==> src/rtl/mult_ctrl_pkg.sv <==
// ============================================================================
// Module      : mult_ctrl_pkg
// Description : State encoding and strobe-vector layout shared by the
//               shift-add multiplier sequencing controller.
// Revision    : 1.0 - initial release
// ============================================================================
`default_nettype none

package mult_ctrl_pkg;

  typedef enum logic [2:0] {
    IDLE = 3'd0,
    CLR  = 3'd1,
    LOAD = 3'd2,
    ADD  = 3'd3,
    SHP  = 3'd4,
    SHB  = 3'd5,
    DONE = 3'd6
  } state_t;

  // Strobe vector layout: {clr, shftb, shftp, loadab, loadp}
  localparam int STB_LOADP  = 0;
  localparam int STB_LOADAB = 1;
  localparam int STB_SHFTP  = 2;
  localparam int STB_SHFTB  = 3;
  localparam int STB_CLR    = 4;
  localparam int STB_W      = 5;

  // ADD reports an unconditional loadp here; the b_lsb gating happens at the port.
  function automatic logic [STB_W-1:0] state_strobes(input state_t s);
    logic [STB_W-1:0] v;
    v = '0;
    case (s)
      CLR:     v[STB_CLR]    = 1'b1;
      LOAD:    v[STB_LOADAB] = 1'b1;
      ADD:     v[STB_LOADP]  = 1'b1;
      SHP:     v[STB_SHFTP]  = 1'b1;
      SHB:     v[STB_SHFTB]  = 1'b1;
      default: v = '0;
    endcase
    return v;
  endfunction

endpackage

`default_nettype wire

==> src/rtl/mult_seq_ctrl.sv <==
// ============================================================================
// Module      : mult_seq_ctrl
// Description : Start/busy/done sequencer issuing clear, load, accumulate and
//               shift strobes to a shift-add multiplier datapath.
// Revision    : 1.0 - initial release
// ============================================================================
`default_nettype none

module mult_seq_ctrl
  import mult_ctrl_pkg::*;
#(
  parameter int N         = 4,
  parameter bit SKIP_ZERO = 1'b1
) (
  input  logic clk,
  input  logic rst,
  input  logic start,
  input  logic b_lsb,
  output logic clr,
  output logic loadab,
  output logic loadp,
  output logic shftp,
  output logic shftb,
  output logic busy,
  output logic done
);

  localparam int CW = $clog2(N);

  state_t           r_state;
  state_t           w_next;
  logic [CW-1:0]    r_cnt;
  logic [STB_W-1:0] r_strb;
  logic             r_busy;
  logic             r_done;
  logic             w_last;

  assign w_last = (r_cnt == CW'(N - 1));

  always_comb begin
    w_next = IDLE;
    case (r_state)
      IDLE:    w_next = start ? CLR : IDLE;
      CLR:     w_next = LOAD;
      LOAD:    w_next = ADD;
      ADD:     w_next = SHP;
      SHP:     w_next = w_last ? DONE : SHB;
      SHB:     w_next = ADD;
      DONE:    w_next = IDLE;
      default: w_next = IDLE;
    endcase
  end

  // Outputs are registered from the next state so they line up with r_state.
  always_ff @(posedge clk) begin
    if (rst) begin
      r_state <= IDLE;
      r_cnt   <= '0;
      r_strb  <= '0;
      r_busy  <= 1'b0;
      r_done  <= 1'b0;
    end else begin
      r_state <= w_next;
      if (r_state == LOAD) begin
        r_cnt <= '0;
      end else if (r_state == SHB) begin
        r_cnt <= r_cnt + CW'(1);
      end
      r_strb <= state_strobes(w_next);
      r_busy <= (w_next != IDLE);
      r_done <= (w_next == DONE);
    end
  end

  assign clr    = r_strb[STB_CLR];
  assign loadab = r_strb[STB_LOADAB];
  assign loadp  = r_strb[STB_LOADP] & (b_lsb | ~SKIP_ZERO);
  assign shftp  = r_strb[STB_SHFTP];
  assign shftb  = r_strb[STB_SHFTB];
  assign busy   = r_busy;
  assign done   = r_done;

endmodule

`default_nettype wire

==> config.mk <==
export PLATFORM = sky130hd
export DESIGN_NAME = mult_seq_ctrl
export DESIGN_NICKNAME = d
export VERILOG_FILES = /design/src/rtl/mult_ctrl_pkg.sv /design/src/rtl/mult_seq_ctrl.sv
export SDC_FILE = /design/constraint.sdc
export NUM_CORES = 1
export LEC_CHECK = 0
export ABC_AREA = 1
export CORE_AREA = 2 2 39 41
export CTS_CLUSTER_DIAMETER = 50
export CTS_CLUSTER_SIZE = 16
export DETAILED_ROUTE_END_ITERATION = 8
export DIE_AREA = 0 0 41 43
export PLACE_DENSITY = 0.62
export SLEW_MARGIN = 20
export SYNTH_ARGS = -nofsm -noshare
export SYNTH_HDL_FRONTEND = slang
export SYNTH_SLANG_ARGS = --single-unit
export TNS_END_PERCENT = 1
==> constraint.sdc <==
create_clock -name clk -period 1.2 [get_ports clk]
set_input_delay 0.24 -clock clk [delete_from_list [all_inputs] [get_ports clk]]
set_output_delay 0.24 -clock clk [all_outputs]
set_load 0.01 [all_outputs]
==> results of run 1 <==
[metal layers]
layer	share of wire	up-vias	GRT usage
met1	0.47	152	0.122
met3	0.087	0	0.0942
met5	0	-	0
met4	0	0	0.0400
li1	-	199	-
met2	0.44	17	0.144
[repair_timing]
action,CTS,global route
endpoints found under the setup margin,7,2
hold buffers,0,0
gates resized for setup,10,1
[worst max-delay path: stages]
cell,delay [ns]
clkdlybuf4s50_1,0.45
nand2_1,0.04
inv_1,0.04
buf_2,0.11
[logic make-up after synthesis]
logic type	synth area share
flops	0.542
simple gates	0.302
buf+inv	0.0621
fa+ha+maj	0.0282
compound gates	0.0650
[power groups by stage]
stage	combinational (mW)	clock (mW)	sequential, mW
after floorplan	0.0773	0	0.463
after global placement	0.144	0	0.457
after detailed placement	0.144	0	0.458
after CTS	0.132	0.326	0.449
after global routing	0.148	0.357	0.453
final	0.130	0.311	0.449
[cells in the final DEF, fill, tap and decap left out, types with 3 or more instances in the layout]
cell type / synthesis / layout
a21oi_1: 3 / 3
clkbuf_4: 0 / 3
clkdlybuf4s50_1: 0 / 3
dfxtp_1: 12 / 11
dlygate4sd2_1: 0 / 6
inv_1: 6 / 6
nand2_1: 9 / 9
nand3_1: 5 / 5
nor2_1: 6 / 6
[worst paths after layout]
check | start | endpoint | slack [ns]
worst max register to register | r_state[1] | busy | 0.14
worst min-delay path | r_cnt[1] | r_cnt[1] | 0.47
worst max-delay path | b_lsb | loadp | 0.07
worst min register to register | r_cnt[1] | r_cnt[1] | 0.47
[sequential cells by signal, summed over array words and instances, names as in the netlist]
signal / flops
r_strb: 5
r_state: 3
r_cnt: 2
busy: 1
done: 1
[through the flow]
step,cells,instance area [sq um],hold WS [ns]
after floorplan,52,443,0.421
after global placement,78,566,0.456
after detailed placement,78,566,0.459
after CTS,82,589,0.470
after global routing,82,591,0.483
final,82,591,0.468
[cell type report]
| class | count | area [sq um] | area share |
|---|---|---|---|
| Sequential cell | 12 | 241 | 0.409 |
| Timing Repair Buffer | 11 | 95.1 | 0.161 |
| Clock buffer | 4 | 36.3 | 0.0614 |
| Tap cell | 16 | 20.0 | 0.0339 |
| Multi-Input combinational cell | 33 | 175 | 0.297 |
| Inverter | 6 | 22.5 | 0.0381 |
==> impl_metrics.toml, run 1 <==
[synth]
synth_async_sr_flop_share = 0
synth_area_leaders = "dfxtp_1 54%, nand2_1 7.6%, nand3_1 5.6%"
yosysMostFrequentCell = "dfxtp_1"
synth-seq-cells = 12
synth_top_area_frac = 0.542
yosys.cell_types.count = 17
synth_edf_count = 0
syn-num-nets = 57
ys_dominant_reg_cell = "dfxtp_1"
netlist_area_sq_um = 443
avgSynthCellArea_sq_um = 8.52
ys_top_cells_by_count = "12 x dfxtp_1, 9 x nand2_1, 6 x inv_1, 6 x nor2_1, 5 x nand3_1"
yosysSeqAreaShare = 0.542
synth_cells = 52
yosys_warnings = 0
synth_area_leader_cell = "dfxtp_1"

[power]
p_clk_frac = 0.349
p_leak_nw = 0.300
power.share.sequential = 0.504
report.power.total_mw = 0.890
p_sw_mw = 0.217
power_frac_comb = 0.146
p_sw_frac = 0.244
power.density_mw_per_mm2 = 1510
p_int_mw = 0.673
ir_worst_vdd_v = 0.000691

[timing]
worst_pin_slew_ns = 0.242
slew_headroom = 0.838
setup_violations = 0
min_period_ns = 1.13
skew_ns = 0.00119
fmax_mhz = 888
rsz0062_at_grt = "false"
hold_viol_final = 0
setup_ws_ns = 0.0738
period_share = 0.938
drv_slew = 0
tns_ns = 0

[cells_and_area]
nFillCells = 139
utilization = 0.427
nets = 72
insertedDiodeCount = 0
synthToLayoutAreaGrowth_pct = 33.3
drive_gt1_frac = 0.152

[clocking]
cts_root_buf = "clkbuf_4"
cts_tree = "built"
clockBufferDepth = 2
cts-buffers-inserted = 3
cts_setup_buffers = 0
htreeDepth = 1
cts.clk_slew.worst_paths_ns = 0.07
cts_sinks = 12
insertion_delay_ns = 0.27

[job]
cap_violations = 0

[route]
remaining_drc_errors = 0
dr.first_iter.drc_count = 12
viasPerCell = 4.49
vias = 368
wl_per_cell_um = 9.41
dr.pass1.iters = 4
drt_wl_total_um = 772
ant_nets = 0

[global_routing]
grt_max_degree = 8
antenna_found_initial = 0
grt_pass1_vias = 311
grt_usage = 0.108
overflow = 0
grt_pass1_wl_um = 1210

[critical_path]
cp-end-kind = "primary output"
crit_path_start_kind = "input port"
worst_ep_arrival_time_ns = 0.89
r2r_cells = 7
critical_path_class = "input port to primary output"
cp.required_ns = 0.96
crit_fanout = 1

[die]
start_util = 0.320
die-area_sq_mm = 0.00176
ioPinCount = 11
dieWidth_um = 41
die_h_um = 43
core_sq_mm = 0.00138
row_count = 14

[place]
gp_congestion = 0.811
dpl.hpwl_um = 585
placement.setup.worst_slack_ns = -0.332
numPortBuffers = 10

[outcome]
status = "finished, final reports clean"

[hold_path]
hold_depth = 2
hold_path.class = "register to register"
Power figures use the tool's default switching activity.
==> run 2: changes to the inputs <==
HOLD_SLACK_MARGIN = 0.15   (was unset)
==> results of run 2 <==
The final DEF is identical to that of run 1; final timing and power are the same.
==> run 3: changes to the inputs <==
SETUP_SLACK_MARGIN = 0.5   (was unset)
==> run 3 against run 2 <==
Net effect: wire length grew 6.6%; non-clock buffer count is the same; clock-buffer cell count is the same; sequential power grew 2%; critical path depth shrank 1; worst hold slack gained 0.015 ns; utilization grew 2.0 points; first-iteration DRC count shrank 75%; clock power shrank 19%; die area is the same; critical endpoint unchanged.
==> impl_metrics.toml, run 3 (synthesis results as in run 1) <==
[die]
row_count = 14
core_sq_mm = 0.00138
die_h_um = 43
ioPinCount = 11
dieWidth_um = 41
start_util = 0.320
die-area_sq_mm = 0.00176

[clocking]
cts_sinks = 12
postCtsHoldBufs = 0
insertion_delay_ns = 0.27
cts-buffers-inserted = 3
cts_root_buf = "clkbuf_4"
cts_tree = "built"
htreeDepth = 1
cts.clk_slew.worst_paths_ns = 0.06
clockBufferDepth = 2

[route]
viasPerCell = 4.61
vias = 378
wl_per_cell_um = 10.0
ant_nets = 0
dr.first_iter.drc_count = 3
remaining_drc_errors = 0
dr.pass1.iters = 2
drt_wl_total_um = 823

[place]
numPortBuffers = 10
gp_congestion = 0.706
placement.setup.worst_slack_ns = -0.343
dpl.hpwl_um = 620
post-place-cells = 78

[timing]
worst_pin_slew_ns = 0.179
hold_viol_final = 0
setup_ws_ns = 0.198
drv_slew = 0
period_share = 0.835
tns_ns = 0
rsz0062_at_grt = "true"
skew_ns = 0.00817
slew_headroom = 0.880
min_period_ns = 1.00
setup_violations = 0
fmax_mhz = 998

[hold_path]
hold_path.class = "register to register"

[critical_path]
worst_ep_arrival_time_ns = 0.76
r2r_slack_ns = 0.21
cp.required_ns = 0.96
crit_fanout = 1
cp-end-kind = "primary output"
critical_path_class = "register to primary output"
crit_path_start_kind = "register"

[global_routing]
grt_max_degree = 8
grt_pass1_vias = 337
overflow = 0
grt_use_met3 = 0.0785
top_usage_layer = "met2"
grtUsageMet2 = 0.153
grt_usage = 0.118
antenna_found_initial = 0
grt_util_met1 = 0.143
grt_pass1_wl_um = 1350

[cells_and_area]
most-common-layout-cells = "8 x nand2_1, 7 x dfxtp_1, 7 x buf_2"
final_common_cell = "nand2_1"
drive_gt1_frac = 0.424
synthToLayoutAreaGrowth_pct = 39.5
insertedDiodeCount = 0
largest_reg_flops = 5
regMostFlops = "r_strb"
layout.cells.non_filler = 82
nets = 72
top_regs = "r_strb x5, r_state x3, r_cnt x2"

[outcome]
status = "finished, final reports clean"

[job]
cap_violations = 0

[power]
ir_worst_vdd_v = 0.000748
report.power.total_mw = 0.857
power.density_mw_per_mm2 = 1390
p_leak_nw = 0.292
## run 3: changes by cell type in the layout (fill, tap and decap cells not counted), sizes merged
cell	previous run	this run
clkdlybuf4s50	3	2
dlygate4sd2	6	1
buf	2	8
## run 3: final timing paths
path | from | endpoint | depth (start not counted)
worst max register to register | r_cnt[0] | busy | 5
worst min register to register | r_cnt[1] | r_cnt[1] | 2
worst max-delay path | r_strb[0] | loadp | 3
worst min-delay path | r_cnt[1] | r_cnt[1] | 2
## run 3: area by class of cell
type	instances	area (sq um)
fillers	146	766
flip-flops and latches	12	254
multi-input cells	33	221
repair buffers	11	71.3
clock buffers	4	26.3
inverters	6	25.0
well taps	16	20.0
## run 3: what timing repair did
action                     CTS  global route
gates resized for setup     29             4
setup buffers                0             0
hold endpoints to repair     0             0
setup endpoints to repair   19            19
pin swaps                    1             2
## run 3: layer usage
layer  wire length [um]  vias up
li1                   -      200
met1                401      168
met2                355        8
met3                 52        2
met4                 14        0
met5                  0        -
## run 3: critical path, cell delays in order (launching register included)
cell and delay (ns):
dfxtp_1 0.31, nand2_1 0.04, inv_1 0.04, buf_2 0.11
## run 3: through the flow
stage / util / hold WS, ns / cell area (sq um)
2_1_floorplan: - / 0.421 / 483
4_1_cts: 0.430 / 0.469 / 596
6_report: 0.447 / 0.483 / 618
5_1_grt: 0.447 / 0.517 / 618
3_3_place_gp: 0.438 / 0.454 / 606
3_5_place_dp: 0.438 / 0.459 / 606
## run 3: power breakdown
group	internal, mW	switching [mW]
logic	0.0657	0.0789
registers	0.431	0.0284
clock network	0.129	0.125
